==> src/rtl/jpeg_block_buffer.sv <==
// Ping-pong 8x8 tile buffer feeding the DCT input stage.
// Two 64-byte banks alternate between the write side, which fills a block
// in raster order, and the read side, which streams a completed block out.
// Read-out can be transposed and level-shifted.
module jpeg_block_buffer #(
  parameter int unsigned LEVEL_SHIFT = 1,
  parameter int unsigned TRANSPOSE   = 0
) (
  input  logic       clk,
  input  logic       rst,
  input  logic [7:0] in_data,
  input  logic       in_valid,
  output logic       in_ready,
  output logic [7:0] out_data,
  output logic       out_valid,
  input  logic       out_ready,
  output logic       out_sob,
  output logic       out_eob,
  output logic [2:0] out_row,
  output logic [2:0] out_col
);

  logic [7:0] mem_q [2][64];

  logic       wr_bank_q, wr_bank_d;
  logic       rd_bank_q, rd_bank_d;
  logic [1:0] full_q,    full_d;
  logic [5:0] wr_cnt_q,  wr_cnt_d;
  logic [5:0] rd_cnt_q,  rd_cnt_d;

  logic [7:0] out_data_q,  out_data_d;
  logic       out_valid_q, out_valid_d;
  logic       out_sob_q,   out_sob_d;
  logic       out_eob_q,   out_eob_d;
  logic [2:0] out_row_q,   out_row_d;
  logic [2:0] out_col_q,   out_col_d;

  logic       wr_en;
  logic       load;
  logic [5:0] rd_idx;
  logic [7:0] rd_pix;

  // Write bank accepts data only while it does not hold a finished block.
  assign in_ready = !full_q[wr_bank_q];
  assign wr_en    = in_valid && in_ready;

  // Transposed read-out swaps the row and column fields of the counter.
  assign rd_idx = (TRANSPOSE != 0) ? {rd_cnt_q[2:0], rd_cnt_q[5:3]} : rd_cnt_q;
  assign rd_pix = mem_q[rd_bank_q][rd_idx];

  // Output register refills whenever it is empty or being drained this cycle.
  assign load = full_q[rd_bank_q] && (!out_valid_q || out_ready);

  // Next-state for bank bookkeeping and the output register.
  always_comb begin
    wr_bank_d   = wr_bank_q;
    rd_bank_d   = rd_bank_q;
    full_d      = full_q;
    wr_cnt_d    = wr_cnt_q;
    rd_cnt_d    = rd_cnt_q;
    out_data_d  = out_data_q;
    out_valid_d = out_valid_q;
    out_sob_d   = out_sob_q;
    out_eob_d   = out_eob_q;
    out_row_d   = out_row_q;
    out_col_d   = out_col_q;

    if (wr_en) begin
      wr_cnt_d = wr_cnt_q + 6'd1;
      if (wr_cnt_q == 6'd63) begin
        full_d[wr_bank_q] = 1'b1;
        wr_bank_d         = ~wr_bank_q;
      end
    end

    if (load) begin
      // Inverting the MSB equals subtracting 128 in two's complement.
      out_data_d  = (LEVEL_SHIFT != 0) ? {~rd_pix[7], rd_pix[6:0]} : rd_pix;
      out_valid_d = 1'b1;
      out_sob_d   = (rd_cnt_q == 6'd0);
      out_eob_d   = (rd_cnt_q == 6'd63);
      out_row_d   = rd_idx[5:3];
      out_col_d   = rd_idx[2:0];
      rd_cnt_d    = rd_cnt_q + 6'd1;
      // Write side never targets a full bank, so this clear and any set above
      // always hit different banks.
      if (rd_cnt_q == 6'd63) begin
        full_d[rd_bank_q] = 1'b0;
        rd_bank_d         = ~rd_bank_q;
      end
    end else if (out_valid_q && out_ready) begin
      out_valid_d = 1'b0;
      out_sob_d   = 1'b0;
      out_eob_d   = 1'b0;
    end
  end

  // Control and output state registers with synchronous reset.
  always_ff @(posedge clk) begin
    if (rst) begin
      wr_bank_q   <= 1'b0;
      rd_bank_q   <= 1'b0;
      full_q      <= 2'b00;
      wr_cnt_q    <= 6'd0;
      rd_cnt_q    <= 6'd0;
      out_data_q  <= 8'd0;
      out_valid_q <= 1'b0;
      out_sob_q   <= 1'b0;
      out_eob_q   <= 1'b0;
      out_row_q   <= 3'd0;
      out_col_q   <= 3'd0;
    end else begin
      wr_bank_q   <= wr_bank_d;
      rd_bank_q   <= rd_bank_d;
      full_q      <= full_d;
      wr_cnt_q    <= wr_cnt_d;
      rd_cnt_q    <= rd_cnt_d;
      out_data_q  <= out_data_d;
      out_valid_q <= out_valid_d;
      out_sob_q   <= out_sob_d;
      out_eob_q   <= out_eob_d;
      out_row_q   <= out_row_d;
      out_col_q   <= out_col_d;
    end
  end

  // Pixel storage; contents survive reset since the counters make them stale.
  always_ff @(posedge clk) begin
    if (wr_en) begin
      mem_q[wr_bank_q][wr_cnt_q] <= in_data;
    end
  end

  assign out_data  = out_data_q;
  assign out_valid = out_valid_q;
  assign out_sob   = out_sob_q;
  assign out_eob   = out_eob_q;
  assign out_row   = out_row_q;
  assign out_col   = out_col_q;

endmodule
==> config.mk <==
export PLATFORM = sky130hd
export DESIGN_NAME = jpeg_block_buffer
export DESIGN_NICKNAME = d
export VERILOG_FILES = /design/src/rtl/jpeg_block_buffer.sv
export SDC_FILE = /design/constraint.sdc
export NUM_CORES = 1
export LEC_CHECK = 0
export CAP_MARGIN = 25
export CELL_PAD_IN_SITES_DETAIL_PLACEMENT = 1
export CELL_PAD_IN_SITES_GLOBAL_PLACEMENT = 1
export CORE_ASPECT_RATIO = 1.2
export CORE_MARGIN = 5
export CORE_UTILIZATION = 50
export CTS_BUF_LIST = sky130_fd_sc_hd__clkbuf_16
export CTS_CLUSTER_SIZE = 14
export DETAILED_ROUTE_END_ITERATION = 6
export PLACE_DENSITY_LB_ADDON = 0.1
export SYNTH_ARGS = -nofsm -noshare
export SYNTH_HDL_FRONTEND = slang
export SYNTH_SLANG_ARGS = --single-unit
==> constraint.sdc <==
create_clock -name clk -period 2.9 [get_ports clk]
set_input_delay 0.725 -clock clk [delete_from_list [all_inputs] [get_ports clk]]
set_output_delay 0.725 -clock clk [all_outputs]
set_load 0.05 [all_outputs]
## Word level (Yosys, flattened, before mapping)

Memory sizes are Yosys's and may differ from the RTL's. A register that Yosys moved wholly into a read port is not among the register bits.
Index checks and enable logic that the tools add are counted.

- Input bits: 12
- Logic and storage cells: 69
- RAM bits: 1,024
- Flip-flop bits (word level): 33
- Memories: 1

- Equal/unequal tests: 2
- Bitwise operators: 8
- Magnitude comparators: 7
- Reduce and logical (&&, ||, !) cells: 13
- Add/subtract/negate cells: 2
- Muxes and demuxes: 25

Memory list:

| name | words | bits a word | rd ports | clocked after Yosys merged registers in | write ports | RTL line | source |
|---|---|---|---|---|---|---|---|
| mem_q | 2 | 512 | 1 | 1 | 1 | 23 | `logic [7:0] mem_q [2][64];` |

Operators by type and width:

| cell | number |
|---|---|
| 512-bit two-way mux | 1 |
| 8-bit binary-select mux with 6-bit select | 1 |
| 8-bit demux with 6-bit select | 1 |
| 8-bit two-way mux | 3 |
| 7-bit greater-or-equal comparator, second input constant | 2 |
| 6-bit NOT with 7-bit output | 2 |
| 1-bit two-way mux | 13 |
| 6-bit by 1-bit adder with 6-bit output, second input constant | 2 |
| 6-bit equality test, second input constant | 2 |
| 2-bit two-way mux | 4 |
| 7-bit by 1-bit < comparator with 1-bit output, second input constant | 1 |
| 1-bit logical AND | 6 |
| 6-bit zero test | 1 |
| 1-bit by 2-bit < comparator with 1-bit output, second input constant | 2 |
| 2-bit AND reduction | 2 |
| 1-bit NOT | 3 |
| 2-bit bitwise AND | 1 |
| 1-bit demux with 1-bit select | 2 |
| 1-bit greater-or-equal comparator, second input constant | 2 |
| 1-bit zero test | 2 |
| 2-bit NOT | 1 |
| 2-bit OR | 1 |
| 2-bit nonzero test | 1 |
| 1-bit logical OR | 1 |

## Longest topological paths before layout

Gate-level depths: netlist (run 1).

- Depth in word-level cells: 10
- Depth in mapped cells: 12
- Gate-level depth less buffers: 6

## Worst setup path before layout (run 1)

No wires, ideal clock.

- Kind: register to register
- From: reg wr_bank_q
- To: mem mem_q[0][440] in the netlist's numbering (enable)
- Period minus slack after synthesis: 3.212 ns
- Path buffers: 1
- Slack: -0.312 ns
- Stages on the path, launching flop included: 6
- Arrival: 2.817 ns
- Library setup time: 0.395 ns
- Cell sequence: dfxtp_1 > mux2i_1 > and2_1 > clkbuf_1 > nand3_1 > nor4_1

- Word-level cells in the longest chain between the ends: 6

RTL lines:

| what | RTL line | source |
|---|---|---|
| from (decl) | 25 | `logic wr_bank_q, wr_bank_d;` |
| from (signal assigned) | 113 | `wr_bank_q <= wr_bank_d;` |
| 1-bit two-way mux (implied by the code) (2 in series) | 44 | `assign in_ready = !full_q[wr_bank_q];` |
| 1-bit zero test | 44 |  |
| via in_ready | 13 | `output logic in_ready,` |
| 1-bit logical AND | 45 | `assign wr_en = in_valid && in_ready;` |
| 1-bit two-way mux | 129 | `if (wr_en) begin` |
| 512-bit two-way mux (implied by the code) | 130 | `mem_q[wr_bank_q][wr_cnt_q] <= in_data;` |
| to (decl) | 23 |  |

The timed path passes the listed nets, and every way through them passes these cells. The select of a mux whose other input is x is not followed.

==> results of run 1 <==
==> per-stage QoR <==
step           instances  total power [mW]  hold slack [ns]  cell area [um^2]  setup TNS (ns)
2_1_floorplan       2102              17.2            0.489             41600          -0.659
3_3_place_gp        3430              17.5            0.444             45100          -0.222
3_5_place_dp        3430              17.6            0.454             45100          -0.219
4_1_cts             3620              31.0            0.462             48600               0
5_1_grt             3631              31.8            0.481             48700               0
6_report            3631              30.8            0.460             48700               0
==> power breakdown <==
| part | switching, mW | internal [mW] | leakage [nW] |
|---|---|---|---|
| logic | 0.367 | 0.101 | 4.32 |
| clock network | 5.70 | 7.85 | 1.74 |
| registers | 0.0151 | 16.8 | 9.48 |
==> cell usage in the layout, fill, tap and decap left out, drive strengths merged, types with 9 or more instances in the layout <==
cell type      Yosys  routed
clkinv             1      47
nor2b              9       9
clkdlybuf4s50      0      20
dfxtp             34      34
a21oi             31      31
edfxtp          1024    1024
o21ai             18      18
o211ai            12      12
nand2             66      66
a22oi             53      53
clkbuf            42     109
nand3             42      42
mux4             204     204
a221oi            23      23
nor2             165     165
bufinv             0      14
nor4              10      10
buf               80     327
mux2i            152     152
inv                7      25
==> synthesized netlist by cell type (all sizes together), types with 9 or more instances <==
master	instances	area (um^2)
dfxtp	34	681
a21oi	31	155
nor2b	9	56.3
edfxtp	1024	30700
nand2	66	248
a221oi	23	214
o21ai	18	90.1
buf	80	684
o211ai	12	90.1
mux4	204	4610
nor4	10	62.6
a22oi	53	398
mux2i	152	1520
clkbuf	42	165
nor2	165	619
nand3	42	210
==> worst max-delay path: cells and delay by family (launching register included) <==
family                 cells  cell delay [ns]
AOI/OAI and AO/OA          5             1.18
buffers and inverters      3             0.54
DFF                        1             0.43
muxes                      1             0.60
==> final cells by class <==
cell class,count,area [um^2],area share [%]
clock buffer,106,2650,5.44
clock inverter,84,757,1.55
inverter,8,33.8,0.0693
multi-input combinational,914,9300,19.1
sequential,1058,31400,64.5
tap,1111,1390,2.85
timing repair buffer,350,3160,6.48
==> registers in the layout, indices dropped and copies added (netlist names), named ones only <==
name       flops
mem_q       1024
out_data       8
rd_cnt_q       6
wr_cnt_q       6
out_col        3
out_row        3
full_q         2
out_eob        1
out_sob        1
out_valid      1
rd_bank_q      1
wr_bank_q      1
==> cell families (layout without fill, tap and decap cells) <==
kind of cell / count (synthesis) / count (layout)
AO/OA/AOI/OAI: 193 / 193
XOR/XNOR: 11 / 11
flip-flops: 1058 / 1058
AND/OR/NAND/NOR: 349 / 349
adder cells (fa/ha/maj): 3 / 3
multiplexers: 358 / 358
buffers and inverters: 130 / 548
==> per-layer routing <==
metal | vias to the layer above | track usage [%] | part of all wire [%]
met5 | - | 0 | 0
met4 | 0 | 10.2 | 3.9
met3 | 201 | 4.90 | 7.0
met2 | 925 | 43.2 | 50
met1 | 11800 | 36.1 | 40
li1 | 9294 | - | -
==> worst max-delay path by stage <==
stage | start | to | slack (ns) | cells past startpoint
2_1_floorplan | wr_bank_q$_SDFFE_PP0P_ | mem_q[0][440]$_DFFE_PP_ | -0.04 | 5
5_1_grt | flop | out_data[1]$_SDFFE_PP0P_ | 0.02 | 9
3_3_place_gp | rd_cnt_q[0]$_SDFFE_PP0P_ | out_data[1]$_SDFFE_PP0P_ | -0.22 | 8
4_1_cts | rd_cnt_q[0]$_SDFFE_PP0P_ | out_data[1]$_SDFFE_PP0P_ | 0.02 | 8
6_report | flop | out_data[0]$_SDFFE_PP0P_ | 0.004 | 9
3_5_place_dp | rd_cnt_q[0]$_SDFFE_PP0P_ | out_data[1]$_SDFFE_PP0P_ | -0.22 | 8
==> repair_timing <==
item	4_1_cts	5_1_grt
setup buffers	0	8
gates resized for setup	1	8
endpoints found under the setup margin	1	2
pin swaps	4	4
gates cloned	0	3
hold endpoints to repair	0	0
==> metrics, run 1 <==
final setup margin=0.00355 ns; Tot GR Track Use=26.6%; Hold EP=out_row[1]$_SDFFE_PP0P_; Num CTS Buffers=103; Worst Hold Class=flop to flop; Initial Utilization=50.5%; # nets final=2450; die area=89000 um^2; CTS max path bufs=3; Yosys warnings=0; routability cong.=0.897; Final Critical Period=2.90 ns; status=complete, no violations; RSZ-0062 raised after global routing=no; post-synthesis xor/xnor area fraction=0.232%; # IOs=30; Mapped Cells=2102; Post-Synth Simple-Gate Area=3.78%; CTS tree=built; 1st-iter DRT viols=2329; multiplexer share of the synthesized area=14.8%; CP Capture Type=flop; Die Y=326 um; Pwr Density=632 nW/um^2; Area growth syn-to-layout=17.2%; final hold vios=0; largest net degree at the start of global routing=65; Final Skew=0.0432 ns; antenna violations before repair=2; pre-CTS setup slack=-0.219 ns; vias per inst=6.13; crit path DAT=3.44 ns; fraction of layout cells with a size suffix above 1=28.2%; diode count=0; TritonRoute pass-1 iters=5; largest family of logic cells by synthesized area=multiplexers; Skew-Pair Late Insertion Delay=0.67 ns; # setup viols final=0; Post-synth ARST share=0%; fin util=59.2%; max-slew violation count=0; Detail Route Antenna Nets=0; WHS Path Cells=2; slew margin rel.=47.4%; CORE AREA=82300 um^2; final worst path period share=99.9%; Synth Net Count=2117; Max Cap Viol=0; Leakage=15.5 nW; Slew @ Worst Pin=0.785 ns; crit path cell chain=buf_16 > buf_4 > buf_12 > mux4_2 > a21o_1 > o211ai_1 > o2111ai_1 > o31ai_1 > a31oi_1; clk sink count=1058; number of synthesized register bits=1058; CP required=3.44 ns; nature of the critical path startpoint=flop; Clock Tree Root=clkbuf_16; CP max-delay cell=mux4_2; Cell Rows=115; Setup CP Type=flop to flop; Netlist cell types=69; DR WL/cell=32.6 um; reg2reg setup slack=0.004 ns; Crit Path Max Fanout=15; r2r endpoint=out_data[0]$_SDFFE_PP0P_; slowest stage delay, CP=0.60 ns; sequential fraction of the synthesis area=75.6%; I/O Buffers=29; Top FF cell, synth=edfxtp_1; min-delay src=out_row[1]$_SDFFE_PP0P_; Synth Area in Compound Gates=3.38%; residual DRC count=0; # H-tree levels=3; CTS Hold Buffers Added=0; estimated wirelength of the detail-placed design=78700 um; Mapped Area=41600 um^2; gr ovfl total=0; via count=22300; vias in the first global route=23500; Synth Area in Adders=0.0903%; Post-synth EDFFs=1024; Peak VDD IR=0.000519 V; Worst R2R Path Depth=9; Routed Wire Length=118000 um; Max Clk Rate=345 MHz; die width=273 um; Mean Syn Cell Area=19.8 um^2; first-pass GRT wire length=170000 um; clock-pin slew on the worst setup and hold paths=0.06 ns; FILL cells=7151
(Power assumes the default switching activity.)
==> run 2: changes to the inputs <==
--- a/config.mk
+++ b/config.mk
@@ -5,7 +5,6 @@
 export SDC_FILE = /design/constraint.sdc
 export NUM_CORES = 1
 export LEC_CHECK = 0
-export CAP_MARGIN = 25
 export CELL_PAD_IN_SITES_DETAIL_PLACEMENT = 1
 export CELL_PAD_IN_SITES_GLOBAL_PLACEMENT = 1
 export CORE_ASPECT_RATIO = 1.2
==> results of run 2 <==
The final DEF is identical to that of run 1; final timing and power are the same.
